--- config.mk ---
export PLATFORM = sky130hd
export DESIGN_NAME = rr_capture_arbiter
export DESIGN_NICKNAME = d
export VERILOG_FILES = /design/src/rtl/rr_capture_arbiter_pkg.sv /design/src/rtl/rr_capture_arbiter_pick.sv /design/src/rtl/rr_capture_arbiter.sv
export SDC_FILE = /design/constraint.sdc
export NUM_CORES = 1
export LEC_CHECK = 0
export ABC_AREA = 1
export CORE_ASPECT_RATIO = 0.5
export CORE_UTILIZATION = 25
export DETAILED_ROUTE_END_ITERATION = 10
export MAX_ROUTING_LAYER = met4
export PLACE_DENSITY_LB_ADDON = 0.08
export SYNTH_ARGS = -nofsm -noshare
export SYNTH_HDL_FRONTEND = slang
export SYNTH_SLANG_ARGS = --single-unit
--- constraint.sdc ---
create_clock -name clock -period 7.6 [get_ports clock]
set_clock_uncertainty 0.1 [all_clocks]
set_input_delay 1.52 -clock clock [delete_from_list [all_inputs] [get_ports clock]]
set_output_delay 1.52 -clock clock [all_outputs]
set_load 0.005 [all_outputs]
--- src/rtl/rr_capture_arbiter_pkg.sv ---
// ---------------------------------------------------------------------------
// rr_capture_arbiter_pkg
//   Shared definitions for the round-robin capture arbiter:
//     - state_e    : capture-stage state encoding (ST_EMPTY=0, ST_FULL=1)
//     - clog2_min1 : ceil(log2(n)) clamped to at least 1, used to size the
//                    requester index so a 2-requester build still has a
//                    1-bit source field.
// ---------------------------------------------------------------------------
package rr_capture_arbiter_pkg;

  typedef enum logic {
    ST_EMPTY = 1'b0,
    ST_FULL  = 1'b1
  } state_e;

  function automatic int clog2_min1(input int n);
    int r;
    int v;
    r = 0;
    v = n - 1;
    while (v > 0) begin
      r++;
      v = v >> 1;
    end
    return (r < 1) ? 1 : r;
  endfunction

endpackage

--- src/rtl/rr_capture_arbiter_pick.sv ---
// ---------------------------------------------------------------------------
// rr_capture_arbiter_pick (module rr_pick)
//   Combinational rotate-priority encoder. Finds the first set bit of elig
//   searching upward from (ptr+1) mod NREQ, wrapping around, so the most
//   recently granted requester has the lowest priority.
//
//   Ports:
//     elig   in  NREQ  eligible requesters (req & cfg_enable)
//     ptr    in  SRCW  index of the last granted requester
//     any    out 1     at least one eligible requester
//     sel    out SRCW  index of the selected requester (0 when none)
//     onehot out NREQ  one-hot form of sel (all zero when none)
// ---------------------------------------------------------------------------
module rr_pick #(
  parameter int NREQ = 4,
  parameter int SRCW = 2
) (
  input  logic [NREQ-1:0] elig,
  input  logic [SRCW-1:0] ptr,
  output logic            any,
  output logic [SRCW-1:0] sel,
  output logic [NREQ-1:0] onehot
);

  int               base;
  int               idx;
  logic [SRCW-1:0]  idx_s;

  always_comb begin
    any    = 1'b0;
    sel    = '0;
    onehot = '0;
    idx    = 0;
    idx_s  = '0;
    // A pointer outside the requester range cannot occur in normal
    // operation; fold it onto the last index so requester 0 leads.
    base   = (int'(ptr) >= NREQ) ? (NREQ - 1) : int'(ptr);
    for (int k = 1; k <= NREQ; k++) begin
      idx   = (base + k) % NREQ;
      idx_s = SRCW'(idx);
      if (!any && elig[idx_s]) begin
        any           = 1'b1;
        sel           = idx_s;
        onehot[idx_s] = 1'b1;
      end
    end
  end

endmodule

--- src/rtl/rr_capture_arbiter.sv ---
// ---------------------------------------------------------------------------
// rr_capture_arbiter
//   Shares one registered capture stage between NREQ requesters. Each cycle
//   the stage can accept data, one eligible requester is picked in
//   round-robin order, granted combinationally, and its sample is latched
//   into the output register, which is then offered downstream through a
//   valid/ready handshake. A full stage that is being drained can refill in
//   the same cycle, so the stage sustains one transfer per cycle.
//
//   Ports:
//     clock      in  1           rising-edge clock
//     reset      in  1           synchronous active-high reset
//     cfg_enable in  NREQ        per-requester enable mask
//     req        in  NREQ        request per requester (held until granted)
//     req_data   in  NREQ*WIDTH  packed data, requester i at [i*WIDTH +: WIDTH]
//     gnt        out NREQ        one-hot grant, combinational
//     out_valid  out 1           output register holds unconsumed data
//     out_data   out WIDTH       captured data
//     out_src    out SRCW        requester index owning out_data
//     out_ready  in  1           downstream accepts when out_valid && out_ready
// ---------------------------------------------------------------------------
module rr_capture_arbiter
  import rr_capture_arbiter_pkg::*;
#(
  parameter  int NREQ  = 4,
  parameter  int WIDTH = 8,
  localparam int SRCW  = clog2_min1(NREQ)
) (
  input  logic                  clock,
  input  logic                  reset,
  input  logic [NREQ-1:0]       cfg_enable,
  input  logic [NREQ-1:0]       req,
  input  logic [NREQ*WIDTH-1:0] req_data,
  output logic [NREQ-1:0]       gnt,
  output logic                  out_valid,
  output logic [WIDTH-1:0]      out_data,
  output logic [SRCW-1:0]       out_src,
  input  logic                  out_ready
);

  state_e            state_q, state_d;
  logic [SRCW-1:0]   ptr_q, ptr_d;
  logic [WIDTH-1:0]  data_q, data_d;
  logic [SRCW-1:0]   src_q, src_d;

  logic [NREQ-1:0]   elig;
  logic              pick_any;
  logic [SRCW-1:0]   pick_sel;
  logic [NREQ-1:0]   pick_onehot;
  logic              load;
  logic [WIDTH-1:0]  cap_data;

  assign elig = req & cfg_enable;

  rr_pick #(
    .NREQ (NREQ),
    .SRCW (SRCW)
  ) u_pick (
    .elig   (elig),
    .ptr    (ptr_q),
    .any    (pick_any),
    .sel    (pick_sel),
    .onehot (pick_onehot)
  );

  // The stage can take new data when empty, or when the current word is
  // leaving this cycle. Reset suppresses the load so no requester ever
  // observes a grant whose data is then thrown away.
  assign load = pick_any && ((state_q == ST_EMPTY) || out_ready) && !reset;
  assign gnt  = load ? pick_onehot : '0;

  always_comb begin
    cap_data = '0;
    for (int i = 0; i < NREQ; i++) begin
      if (pick_sel == SRCW'(i)) begin
        cap_data = req_data[i*WIDTH +: WIDTH];
      end
    end
  end

  always_comb begin
    state_d = state_q;
    ptr_d   = ptr_q;
    data_d  = data_q;
    src_d   = src_q;
    if (load) begin
      state_d = ST_FULL;
      ptr_d   = pick_sel;
      data_d  = cap_data;
      src_d   = pick_sel;
    end else if ((state_q == ST_FULL) && out_ready) begin
      // Drained with nothing to refill: data is kept, only valid drops.
      state_d = ST_EMPTY;
    end
  end

  always_ff @(posedge clock) begin
    if (reset) begin
      state_q <= ST_EMPTY;
      ptr_q   <= SRCW'(NREQ - 1);
      data_q  <= '0;
      src_q   <= '0;
    end else begin
      state_q <= state_d;
      ptr_q   <= ptr_d;
      data_q  <= data_d;
      src_q   <= src_d;
    end
  end

  assign out_valid = (state_q == ST_FULL);
  assign out_data  = data_q;
  assign out_src   = src_q;

endmodule

* Word-level counts from Yosys, hierarchy flattened
Index checks and enable logic that the tools add are counted.
** Word-level totals
- Register bits after elaboration :: 13
- Bits in latches :: 0
- RAM bits :: 0
- ROM bits :: 0
- Input port bits :: 43
- Memories kept :: 0
** Cells by class
- $add $sub $neg :: 4
- Multiply operators :: 0
- Div/mod/pow operators :: 0
- Magnitude comparators :: 8
- Eq/ne operators :: 3
- Shift operators :: 0
- Multiplexer cells :: 35
- Bitwise logic cells :: 5
- Reductions and logical operators :: 17
** Operators with widths (count)
- 2-to-1 mux 8 bit :: 4
- 2-to-1 mux 4 bit :: 5
- 2-to-1 mux 1 bit :: 14
- < comparator 2 x 3 -> 1 bit (second input constant) :: 4
- OR 4 bit :: 3
- logical AND 1 bit :: 10
- binary-select mux 1 bit (select 2 bit) :: 4
- demux 1 bit (select 2 bit) :: 4
- greater-or-equal comparator 2 x 1 -> 1 bit (second input constant) :: 4
- 2-to-1 mux 2 bit :: 4
- adder 2 x 1 -> 2 bit (second input constant) :: 2
- adder 2 bit (second input constant) :: 2
- AND 4 bit :: 1
- == test 2 bit (second input constant) :: 2
- zero test 1 bit :: 4
- == test 2 x 1 -> 1 bit (second input constant) :: 1
- zero test 2 bit :: 1
- nonzero test 2 bit :: 1
- logical OR 1 bit :: 1
- inverter 1 bit :: 1

* Logic depth before layout (Yosys ltp)
Gate-level depths: netlist of the first run.
- Depth after elaboration :: 18
- Depth in mapped cells :: 16
- Gate-level depth less buffers :: 16

* Modules after synthesis
From an unflattened synthesis of the first run, not the netlist that was laid out.
** Unflattened totals
- Cells, all modules :: 208
- Area, all modules :: 1315.0 µm²
** Modules (own cells, without submodules)
- rr_capture_arbiter :: instances 1, cells an instance 127, area each 783.3 µm²
- rr_pick :: instances 1, cells an instance 81, area each 531.8 µm²

* Worst setup path before layout of the first run
No wires, ideal clock.
- Path kind :: input port to output port
- Start point :: input req[2]
- End point :: output gnt[0]
- Arrival time :: 2.565 ns
- Setup slack :: 3.415 ns
- Stages :: 9
- Buffers on the path :: 1
- Path through :: nand3_1 > nand2_2 > nand2_1 > nand2_2 > inv_2 > nand4_1 > nand3_2 > buf_2 > a41oi_1
** On the way
- Word-level cells in the longest chain between the ends :: 16
- Elaborated cells on any way between the ends :: 29
- Classes of those cells :: mux: 17; bitwise: 4; reduce/logical: 8
** RTL lines
- start, declared :: line rr_capture_arbiter.sv:32 : input logic [NREQ-1:0] req,
- AND 4 bit (*) :: line rr_capture_arbiter.sv:53 : assign elig = req & cfg_enable;
- binary-select mux 1 bit (select 2 bit) :: line rr_capture_arbiter_pick.sv:41 : if (!any && elig[idx_s]) begin
- 2-to-1 mux 1 bit (implied by the code) :: line rr_capture_arbiter_pick.sv:41
- 2-to-1 mux 1 bit :: line rr_capture_arbiter_pick.sv:41
- zero test 1 bit :: line rr_capture_arbiter_pick.sv:41
- logical AND 1 bit :: line rr_capture_arbiter_pick.sv:41
- 2-to-1 mux 1 bit :: line rr_capture_arbiter_pick.sv:41
- zero test 1 bit :: line rr_capture_arbiter_pick.sv:41
- logical AND 1 bit :: line rr_capture_arbiter_pick.sv:41
- 2-to-1 mux 1 bit :: line rr_capture_arbiter_pick.sv:41
- zero test 1 bit :: line rr_capture_arbiter_pick.sv:41
- logical AND 1 bit :: line rr_capture_arbiter_pick.sv:41
- 2-to-1 mux 1 bit :: line rr_capture_arbiter_pick.sv:41
- logical AND 1 bit (2 in a row) :: line rr_capture_arbiter.sv:69 : assign load = pick_any && ((state_q == ST_EMPTY) || out_ready) && !reset;
- 2-to-1 mux 4 bit (*) :: line rr_capture_arbiter.sv:70 : assign gnt = load ? pick_onehot : '0;
- end, declared :: line rr_capture_arbiter.sv:34 : output logic [NREQ-1:0] gnt,
Every way passes the cells marked *; elsewhere a longest branch is shown, timed or not. The select of a mux whose other input is x is not followed.

* Final worst setup path of the first run
- Start point :: input cfg_enable[2]
- End point :: output gnt[0]
** On the way
- Word-level cells in the longest chain between the ends :: 16
- Elaborated cells on any way between the ends :: 29
- Classes of those cells :: mux: 17; bitwise: 4; reduce/logical: 8
** RTL lines
- start, declared :: line rr_capture_arbiter.sv:31 : input logic [NREQ-1:0] cfg_enable,
- AND 4 bit (*) :: line rr_capture_arbiter.sv:53
- binary-select mux 1 bit (select 2 bit) :: line rr_capture_arbiter_pick.sv:41
- 2-to-1 mux 1 bit (implied by the code) :: line rr_capture_arbiter_pick.sv:41
- 2-to-1 mux 1 bit :: line rr_capture_arbiter_pick.sv:41
- zero test 1 bit :: line rr_capture_arbiter_pick.sv:41
- logical AND 1 bit :: line rr_capture_arbiter_pick.sv:41
- 2-to-1 mux 1 bit :: line rr_capture_arbiter_pick.sv:41
- zero test 1 bit :: line rr_capture_arbiter_pick.sv:41
- logical AND 1 bit :: line rr_capture_arbiter_pick.sv:41
- 2-to-1 mux 1 bit :: line rr_capture_arbiter_pick.sv:41
- zero test 1 bit :: line rr_capture_arbiter_pick.sv:41
- logical AND 1 bit :: line rr_capture_arbiter_pick.sv:41
- 2-to-1 mux 1 bit :: line rr_capture_arbiter_pick.sv:41
- logical AND 1 bit (2 in a row) :: line rr_capture_arbiter.sv:69
- 2-to-1 mux 4 bit (*) :: line rr_capture_arbiter.sv:70
Marked as above.

==> run_results.csv, run 1 <==
group,metric,value,unit
finish,finish.net_count,301,
worst_setup_path,worstRegToRegCells,13,
clock_tree,cts_hold_buffers,0,
worst_setup_path,critical_path_arrival,3.72,ns
worst_setup_path,timing.critical_path.depth,10,
worst_setup_path,criticalPathCategory,"in -> out",
timing,setup_viol_count_final,0,
grt,grt_first_pass_wirelength,5934,um
detailed_routing,wl_per_cell,11.41,um
detailed_routing,drt-total-wl,3594,um
die,placeableCoreArea,4552,um2
worst_setup_path,critical_path.cell_chain,"clkdlybuf4s50_1 > nand3_1 > nand2_2 > nand2_1 > nand2_2 > inv_2 > nand4_1 > nand3_2 > a41oi_1 > clkdlybuf4s50_1",
finish,area_growth,55.42,%
detailed_routing,route.vias.total,1439,
clock_tree,post_cts_resized,0,
worst_setup_path,r2r-start,"ptr_q[0]",
die,initial_utilization,26.88,%
worst_setup_path,cp-end-kind,"primary output",
timing,timing.final.hold_violations,0,
hold_path,worst_hold_startpoint,"out_data[4]",
worst_setup_path,crit_path_start_kind,"primary input",
timing,max-slew-margin-rel,67.52,%
place,gpl.final_weighted_congestion,0.7352,
grt,grt_usage,14.98,%
synth,synthesized_instance_count,191,
synth,syn_nets,242,
clock_tree,clk_transition_reported_paths,0.05,ns
worst_setup_path,crit_family,"buffers and inverters",
synth,synth_top_family_by_area,"simple AND/OR/NAND/NOR gates",
synth,mappedNetlistArea,1224,um2
timing,timing.final.crit_period,5.341,ns
synth,number_of_storage_elements_in_the_synthesis_netlist,13,
finish,final_layout_size_suffix_gt1_share,11.24,%
hold_path,hold-path-endpoint,"out_data[4]",
detailed_routing,antenna_violating_nets_post_route,0,
pwr,total_leakage_power,0.8386,nW
synth,post_synth_num_cell_types,24,
clock_tree,max-clock-path-buffers,2,
grt,via_count_of_the_first_global_routing_pass,1384,
synth,ys_seq_area_share,21.27,%
detailed_routing,post_detailed_route_via_to_cell_ratio,4.568,
synth,synth-compound-area-share,9.611,%
finish,area.sequential,260.3,um2
grt,grt.overflow.total,0,
clock_tree,tritoncts_clock_tree,"built",
die,chipWidth,100.9,um
status,run_status,"finished clean",
synth,yosys-mux-area-fraction,0,%
synth,yosysWarningCount,0,
die,fp.dieH,51.47,um
finish,final_util,41.78,%
pwr,design_power_total,0.0008511,W
detailed_routing,first_iter_violations,59,
synth,yosys.area_share.xor_xnor,0,%
timing,setup_tns,0,ns
worst_setup_path,reg2reg_slack,4.71,ns
finish,multiInputGateArea,864.6,um2
synth,yosys.area_share.simple,52.86,%
pwr,power.density_cell_area,447.5,nW/um2
worst_setup_path,worst_path_largest_cell_delay,0.53,ns
clock_tree,cts-htree-levels,1,
place,detailedPlacementHpwl,2891,um
grt,grt_start_max_net_pins,18,
worst_setup_path,crit_buf_inv,3,
finish,n_fill_cell,500,
detailed_routing,drc,0,
synth,synth_fa_ha_area_share,8.180,%
die,num_io_pins,58,
timing,clock.fmax,187.2,MHz
clock_tree,cts_num_sinks,13,
detailed_routing,1st_pass_router_iterations,4,
place,place.port_buffers,57,
worst_setup_path,timing.critical_path.fanout_max,17,
job,reported_max_cap_violation_count,0,
hold_path,depth_of_the_worst_hold_timing_path,2,
clock_tree,cts.root.buffer_cell,"clkbuf_8",
synth,syn_area_per_cell,6.407,um2
clock_tree,cts_setup_buffers,0,
pwr,vdd_drop_max,0.1456,mV
timing,final_min_period_over_clock_period,70.28,%
clock_tree,cts_made_buffers,3,
hold_path,hold_class,"reg -> reg",
finish,layout_common_cells,"nand2_1 (66), clkdlybuf4s50_1 (57), nand3_1 (28)",
die,die_area,5195,um2
finish,n_antenna_cell,0,
grt,antenna_found_initial,0,
worst_setup_path,critPathRequiredTime,5.98,ns
worst_setup_path,crit-reg2reg-capture,"out_data[3]",
clock_tree,clock_latency,0.24,ns
timing,slew_violations,0,
timing,rsz0062_at_grt,"no",
die,core.rowCount,17,
worst_setup_path,slowest_cell_on_the_critical_path,"clkdlybuf4s50_1",
timing,tightestPinTransition,0.4866,ns
finish,final_common_cell,"nand2_1",
[per-layer routing]
| metal | vias up | part of all wire (%) | track usage, % |
|---|---|---|---|
| met2 | 35 | 47 | 26.71 |
| li1 | 753 | - | - |
| met1 | 651 | 48 | 18.23 |
| met4 | 0 | 0 | 1.691 |
| met3 | 0 | 4.3 | 3.010 |
| met5 | - | 0 | - |
[cells by family after synthesis]
logic type      Yosys count
simple gates            125
flops                    13
fa+ha+maj                 8
compound gates           21
buf+inv                  24
[stage by stage]
stage / area [um2] / setup WS [ns] / instances / hold slack (ns)
after global placement: 1857 / 2.278 / 311 / 0.3581
after detailed placement: 1857 / 2.217 / 311 / 0.3584
after CTS: 1902 / 2.223 / 315 / 0.3670
after global routing: 1902 / 1.984 / 315 / 0.4091
after floorplan: 1224 / 3.415 / 191 / 0.3618
final: 1902 / 2.259 / 315 / 0.3639
[state kept, by name, indices dropped and copies added, names as in the netlist]
name	count
out_src	2
out_data	8
out_valid	1
ptr_q	2
[layout make-up]
cell class,count,share of cell area (%)
repair buffers,57,30.00
multi-input cells,154,45.46
clock buffers,4,2.368
flip-flops and latches,13,13.68
well taps,66,4.342
inverters,21,4.145
[cells in the mapped netlist (all sizes together)]
cell | number | share of area, %
a41oi | 2 | 1.4
nand3 | 35 | 18
dfxtp | 13 | 21
inv | 21 | 6.4
buf | 3 | 1.6
ha | 8 | 8.2
a31oi | 1 | 0.51
nor2 | 7 | 4.9
a21oi | 8 | 3.3
a221oi | 1 | 0.72
nand2 | 73 | 25
nand4 | 10 | 5.1
o21ai | 9 | 3.7
[power breakdown]
part | internal [W] | switching [W]
logic | 0.000247 | 0.000423
registers | 0.0000945 | 0.0000269
clock network | 0.0000369 | 0.0000229
[worst max path at each step]
| stage | from | end | slack (ns) |
|---|---|---|---|
| after floorplan | req[2] | gnt[0] | 3.41 |
| after global placement | req[2] | gnt[0] | 2.28 |
| after detailed placement | req[2] | gnt[0] | 2.22 |
| after CTS | req[2] | gnt[0] | 2.22 |
| after global routing | cfg_enable[2] | gnt[1] | 1.98 |
| final | cfg_enable[2] | gnt[0] | 2.26 |
[tightest hold or removal path: cells and delay by family, from the launching register on]
| family | cells | cell delay [ns] |
|---|---|---|
| flops | 1 | 0.31 |
| simple gates | 1 | 0.06 |
| compound gates | 1 | 0.05 |
(Power assumes the default switching activity.)
==> inputs of run 2 (changes only) <==
- clock period: 7.6 -> 5.3 ns (I/O delays scaled with it)
==> results of run 2 <==
The final DEF is identical to that of run 1. Status: finished clean.
Main changes from that run: final weighted congestion in routability-driven placement 0.7352 -> 0.7354; setup slack after placement 2.217 ns -> 0.8365 ns; setup slack after layout 2.259 ns -> 0.8786 ns; register-to-register setup slack 4.71 ns -> 2.41 ns; total power 0.0008511 W -> 0.001220 W; worst IR drop on VDD 0.1456 mV -> 0.2088 mV
==> inputs of run 3 (changes only) <==
- clock period: 5.3 -> 4.65 ns (I/O delays scaled with it)
==> run_results.csv, run 3 (synthesis results as in run 1) <==
group,metric,value,unit
pwr,share_seq_of_total_power,13.2,%
timing,timing.final.hold_violations,0,
grt,grt_first_pass_wirelength,5913,um
timing,setup_tns,0,ns
status,run_status,"finished clean",
die,initial_utilization,26.88,%
clock_tree,cts_num_sinks,13,
grt,antenna_found_initial,0,
clock_tree,cts_made_buffers,3,
clock_tree,cts.root.buffer_cell,"clkbuf_8",
detailed_routing,first_iter_violations,43,
pwr,switching_share,54.92,%
clock_tree,max-clock-path-buffers,2,
clock_tree,tritoncts_clock_tree,"built",
clock_tree,cts_setup_buffers,0,
finish,finalInstanceArea,1917,um2
place,placed_cell_area,1872,um2
die,num_io_pins,58,
timing,final_min_period_over_clock_period,84.56,%
timing,tightestPinTransition,0.3445,ns
die,placeableCoreArea,4552,um2
detailed_routing,wl_per_cell,11.05,um
die,die_area,5195,um2
detailed_routing,drt-total-wl,3504,um
pwr,clockPowerShare,7.0,%
grt,grt_start_max_net_pins,17,
timing,setup_slack,0.7181,ns
worst_setup_path,critical_path_arrival,2.90,ns
detailed_routing,drc,0,
timing,rsz0062_at_grt,"no",
finish,n_antenna_cell,0,
timing,setup_viol_count_final,0,
pwr,total_leakage_power,0.8478,nW
finish,final_common_cell,"nand2_1",
worst_setup_path,criticalPathCategory,"in -> out",
grt,grt_usage,14.89,%
place,place.port_buffers,57,
clock_tree,clk_transition_reported_paths,0.05,ns
timing,slew_violations,0,
pwr,power.density_cell_area,730.1,nW/um2
clock_tree,clock_latency,0.24,ns
clock_tree,post_cts_resized,0,
place,post-place-ws,0.7195,ns
detailed_routing,post_detailed_route_via_to_cell_ratio,4.562,
grt,grt.overflow.total,0,
finish,area_growth,56.65,%
timing,max-slew-margin-rel,77.00,%
detailed_routing,1st_pass_router_iterations,4,
place,gpl.final_weighted_congestion,0.8874,
worst_setup_path,timing.critical_path.fanout_max,7,
worst_setup_path,cp-end-kind,"primary output",
place,dp_cells,313,
timing,clock.fmax,254.3,MHz
finish,finish.net_count,303,
hold_path,hold_class,"reg -> reg",
worst_setup_path,critPathRequiredTime,3.62,ns
detailed_routing,antenna_violating_nets_post_route,0,
pwr,power.net_switching,0.0007686,W
detailed_routing,route.vias.total,1446,
job,reported_max_cap_violation_count,0,
finish,layout_common_cells,"nand2_1 (66), clkdlybuf4s50_1 (57), nand3_1 (28)",
die,chipWidth,100.9,um
pwr,power_frac_comb,79.8,%
place,detailedPlacementHpwl,2806,um
clock_tree,cts_hold_buffers,0,
die,fp.dieH,51.47,um
finish,largest_reg_flops,8,
finish,stdcell_count,317,
timing,timing.final.crit_period,3.932,ns
pwr,vdd_drop_max,0.3199,mV
finish,final_layout_size_suffix_gt1_share,11.95,%
grt,via_count_of_the_first_global_routing_pass,1364,
worst_setup_path,crit_path_start_kind,"primary input",
die,core.rowCount,17,
clock_tree,cts-htree-levels,1,
pwr,internal_power,0.0006310,W
run 3: cell types whose count changed in the layout (fill, tap and decap cells not counted), sizes merged:
cell	before	now
buf	0	2
run 3: cell type report:
type                            count  area [um2]
Timing Repair Buffer               59       585.6
Inverter                           21       78.83
Multi-Input combinational cell    154       864.6
Clock buffer                        4       45.04
Sequential cell                    13       260.3
Tap cell                           66       82.58
Fill cell                         478        2635
run 3: per-stage QoR:
| step | utilization (%) | total power, W | hold slack [ns] |
|---|---|---|---|
| floorplan | - | 0.001002 | 0.3618 |
| global placement | 41.12 | 0.001304 | 0.3585 |
| detailed placement | 41.12 | 0.001306 | 0.3605 |
| CTS | 42.11 | 0.001411 | 0.3681 |
| global route | 42.11 | 0.001555 | 0.3891 |
| finish | 42.11 | 0.001400 | 0.3664 |
run 3: routing by layer:
layer | vias to the layer above | share of wire (%) | global-route usage (%)
li1 | 759 | - | -
met1 | 648 | 49 | 18.49
met2 | 39 | 46 | 25.91
met3 | 0 | 4.9 | 2.873
met4 | 0 | 0 | 2.174
met5 | - | 0 | -
run 3: path summary, 6_finish.rpt:
check / startpoint / to / slack, ns / cells past startpoint
max: req[2] / gnt[1] / 0.72 / 10
min reg2reg: out_data[4] / out_data[4] / 0.37 / 2
max reg2reg: ptr_q[1] / out_data[7] / 1.85 / 14
min: out_data[4] / out_data[4] / 0.37 / 2
run 3: power by group through the flow:
stage	Clock [W]	Sequential [W]	Combinational (W)
3_3_place_gp	0	0.000186	0.00112
3_5_place_dp	0	0.000187	0.00112
5_1_grt	0.000109	0.000189	0.00126
2_1_floorplan	0	0.000191	0.000811
6_report	0.0000984	0.000184	0.00112
4_1_cts	0.000102	0.000185	0.00112
run 3: critical path, cell delays in order:
cell,delay (ns)
clkdlybuf4s50_1,0.49
nand3_1,0.12
nand2_2,0.10
nand2_1,0.06
nand2_2,0.13
inv_2,0.07
nand4_1,0.16
nand3_2,0.13
a41oi_1,0.19
clkdlybuf4s50_1,0.52
==> variant 1 (settings of run 2) <==
Take the reset off `data_q` and load it in a clocked block of its own.
--- a/src/rtl/rr_capture_arbiter.sv
+++ b/src/rtl/rr_capture_arbiter.sv
@@ -98,14 +98,16 @@
     if (reset) begin
       state_q <= ST_EMPTY;
       ptr_q   <= SRCW'(NREQ - 1);
-      data_q  <= '0;
       src_q   <= '0;
     end else begin
       state_q <= state_d;
       ptr_q   <= ptr_d;
-      data_q  <= data_d;
       src_q   <= src_d;
     end
+  end
+
+  always_ff @(posedge clock) begin
+    data_q <= data_d;
   end
 
   assign out_valid = (state_q == ST_FULL);
Formal check against the unedited RTL: differs if reset is asserted again (counterexample within 4 cycles, from zero or initial values and one cycle with reset high); with reset held inactive, the same outputs for 10 cycles.
==> variant 1 against run 2 <==
- count of clock-buffer cells in the layout stayed put
- sequential cell count stayed put
- fmax is 3.7% higher
- routed wire length is 2.4% higher
- critical endpoint is now gnt[1]
- setup slack better by 0.16 ns
- final area is 0.26% higher
- synthesized cell count is 15% lower
- area after synthesis is 1.5% higher
- global-route usage is 0.51 points higher
- total power is 11% higher
==> variant 1: results (changes against run 2) <==
Via density = 4.82 (+5.4%)
Worst Reg-to-Reg Cells = 12 (-1)
Mapped Cells = 163 (-15%)
Setup WS post-layout = 1.04 ns (+0.158 ns)
largest family of logic cells by synthesized area = simple AND/OR/NAND/NOR gates
first-pass GRT wire length = 6180 um (+4.2%)
CP max FO = 9 (-8)
Synth cell types = 25 (+4.2%)
pre-CTS setup slack = 1.03 ns (+0.195 ns)
Arr. time, crit path = 3.10 ns (-0.16 ns)
vias in the first global route = 1293 (-6.6%)
RD Place Congestion = 0.872 (+19%)
met1 GRT Util = 0.196 (+0.0133)
met1 wire length = 1760 um (+1.3%)
GRT met2 Usage = 0.258 (-0.00924)
FF-to-FF setup slack = 2.45 ns (+0.04 ns)
WL met3 = 269 um (+75%)
Root Driver = clkbuf_8
adder-cell share of the synthesized area = 0.0806 (-0.00124)
top cells by area, synth = edfxtp_1 19%, nand3_1 17%, nand2_1 12%
worst-skew pair later-pin latency = 0.24 ns (about the same)
VDD IR max = 0.322 mV (+54%)
P_sw = 0.000726 W (+7.1%)
largest net degree at the start of global routing = 19 (+1)
Placed Cells = 283 (-9.0%)
Post-synth EDFFs = 8 (+8)
Finished Layout Cells = 287 (-8.9%)
highest metal used = met4
Routed WL = 3680 um (+2.4%)
Fin Hold WS = 0.374 ns (+0.0106 ns)
Nets = 273 (-9.3%)
clock tree buffer depth = 2 (unchanged)
Pre-Repair DR Iteration Count = 4 (unchanged)
HP Start = out_src[1]$_SDFFE_PP0P_
ratio of cells with drive above 1 in the final layout = 0.127 (+0.0142)
DP HPWL = 2780 um (-4.0%)
r2r endpoint = out_data[3]$_DFFE_PP_
antenna violations before repair = 0 (unchanged)
Hold EP = out_src[1]$_SDFFE_PP0P_
routing usage on met3 = 0.0363 (+0.00619)
GR Util All Layers = 0.155 (+0.00509)
outcome = complete, no violations
met2 WL post-DR = 1640 um (-3.6%)
P_leak = 0.753 nW (-10%)
Compound-Gate Fraction of Synth Area = 0.0584 (-0.0377)
synth cell count leaders = 42 x nand3_1, 40 x nand2_1, 10 x nand4_1
sequential-to-total area share from yosys stat = 0.274 (+0.0612)
Syn Nets = 214 (-12%)
-- variant 1: cell types whose count changed after synthesis, sizes merged, moves of 2 or more --
| cell | run 2 | this run |
|---|---|---|
| inv | 21 | 10 |
| a21oi | 8 | 3 |
| o21ai | 9 | 3 |
| dfxtp | 13 | 5 |
| nand3 | 35 | 48 |
| a41oi | 2 | 4 |
| edfxtp | 0 | 8 |
| nand2 | 73 | 52 |
-- variant 1: area by class of cell --
cell class	count	area [um^2]
sequential	13	340
tap	66	82.6
timing repair buffer	57	571
fill	482	2670
multi-input combinational	137	823
inverter	10	45.0
clock buffer	4	45.0
-- variant 1: kinds of logic after synthesis --
group | count (synthesis)
compound gates | 11
flops | 13
fa+ha+maj | 8
simple gates | 118
buf+inv | 13
-- variant 1: power by group through the flow --
stage / combinational [W] / sequential, W / clock, W
after floorplan: 0.000752 / 0.000236 / 0
after global placement: 0.00104 / 0.000253 / 0
after detailed placement: 0.00104 / 0.000251 / 0
after CTS: 0.00104 / 0.000250 / 0.0000918
after global routing: 0.00116 / 0.000258 / 0.0000974
final: 0.00102 / 0.000250 / 0.0000881
-- variant 1: stage by stage --
stage | cell area (um^2) | utilization
2_1_floorplan | 1240 | -
3_5_place_dp | 1860 | 0.407
5_1_grt | 1910 | 0.417
6_report | 1910 | 0.417
3_3_place_gp | 1860 | 0.407
4_1_cts | 1910 | 0.417
-- variant 1: worst max-delay path by stage --
stage             startpoint  endpoint  cells after the start
2_1_floorplan         req[1]    gnt[0]                      9
3_3_place_gp          req[3]    gnt[1]                     11
3_5_place_dp          req[0]    gnt[1]                     11
4_1_cts               req[0]    gnt[1]                     11
5_1_grt        cfg_enable[3]    gnt[1]                     10
6_report              req[0]    gnt[1]                     11
==> variant 2 (config.mk and constraints of run 2) <==
Made on the original files. `WIDTH`: 8 -> 6.
--- a/src/rtl/rr_capture_arbiter.sv
+++ b/src/rtl/rr_capture_arbiter.sv
@@ -23,7 +23,7 @@
   import rr_capture_arbiter_pkg::*;
 #(
   parameter  int NREQ  = 4,
-  parameter  int WIDTH = 8,
+  parameter  int WIDTH = 6,
   localparam int SRCW  = clog2_min1(NREQ)
 ) (
   input  logic                  clock,
Interface: changed (resized out_data and req_data); port bits go from 58 to 48. The function was not compared with the original's and may differ.
==> variant 2 against run 2 <==
- area after synthesis decreased by 7.8%
- largest power group unchanged
- final area decreased by 12%
- sequential cell count shrank 2
- routed wire length decreased by 14%
- final cell count fell by 7.9%
- global-route usage fell by 1.4 points
- setup slack improved by 0.034 ns
- total power is 15% lower
==> variant 2: results (changes against run 2) <==
outcome = complete, no violations
synth cell count leaders = 57 x nand2_1, 34 x nand3_1, 23 x inv_1
largest net degree at the start of global routing = 15 (-3)
P_leak = 0.809 nW (-3.5%)
fraction of area in multi-input gates = 0.455 (about the same)
Routed WL = 3090 um (-14%)
placed cell areas = 1640 um^2 (-12%)
Nets = 280 (-7.0%)
Switching Share = 0.541 (-0.0135)
synthesized flop and latch total = 11 (-2)
Layout non-clock buf frac = 0.280 (-0.0200)
FF+latch area = 220 um^2 (-15%)
FF-to-FF setup slack = 2.50 ns (+0.09 ns)
GR Util All Layers = 0.136 (-0.0138)
initial drt markers = 35 (-41%)
highest metal used = met4
Arr. time, crit path = 3.23 ns (-0.03 ns)
met1 GRT Util = 0.172 (-0.0103)
Cell Int Power = 0.000475 W (-13%)
Clock buf/inv share = 0.0268 (+0.00312)
Worst Reg-to-Reg Cells = 16 (+3)
Least-Margin Pin Slew = 0.421 ns (-0.0661 ns)
IO Port Bufs = 47 (-18%)
PD cells = 616 nW/um^2 (-4.0%)
crit path launch = req[3]
Vias = 1310 (-9.0%)
min Tclk post-route = 4.39 ns (-0.0339 ns)
vias in the first global route = 1242 (-10%)
final core occ = 0.409 (-0.00836)
Synth Area per Inst = 5.97 um^2 (-6.8%)
multi-input gates = 144 (-6.5%)
VDD IR max = 0.173 mV (-17%)
Synth cell types = 23 (-4.2%)
CP max FO = 14 (-3)
ratio of cells with drive above 1 in the final layout = 0.0847 (-0.0277)
Syn Nets = 232 (-4.1%)
Logic pwr share = 0.775 (-0.012)
WL met3 = 151 um (-1.9%)
nonclk inv count = 30 (+43%)
pre-CTS setup slack = 0.906 ns (+0.0696 ns)
met2 WL post-DR = 1340 um (-21%)
Largest register FFs = 6 (-2)
Placed Cells = 286 (-8.0%)
sequential-to-total area share from yosys stat = 0.195 (-0.0176)
GRT met2 Usage = 0.234 (-0.0336)
clock share of power = 0.082 (+0.012)
routing usage on met3 = 0.0270 (-0.00315)
DP HPWL = 2490 um (-14%)
worst setup path end = gnt[1]
==> variant 2: how the worst min path moves through the flow <==
stage                     cells past startpoint                startpoint  slack, ns                       end
after floorplan                               2  out_data[0]$_SDFFE_PP0P_       0.36  out_data[0]$_SDFFE_PP0P_
after global placement                        2   out_src[0]$_SDFFE_PP0P_       0.36   out_src[0]$_SDFFE_PP0P_
after detailed placement                      2   out_src[1]$_SDFFE_PP0P_       0.36   out_src[1]$_SDFFE_PP0P_
after CTS                                     2   out_src[0]$_SDFFE_PP0P_       0.37   out_src[0]$_SDFFE_PP0P_
after global routing                          2   out_src[1]$_SDFFE_PP0P_       0.39   out_src[1]$_SDFFE_PP0P_
final                                         2   out_src[0]$_SDFFE_PP0P_       0.37   out_src[0]$_SDFFE_PP0P_
==> variant 2: kinds of logic (layout without fill, tap and decap cells) <==
group | Yosys count | count (layout)
DFF | 11 | 11
adders and majority gates | 8 | 8
buffers and inverters | 34 | 81
and+or+nand+nor | 111 | 111
AOI/OAI and AO/OA | 25 | 25
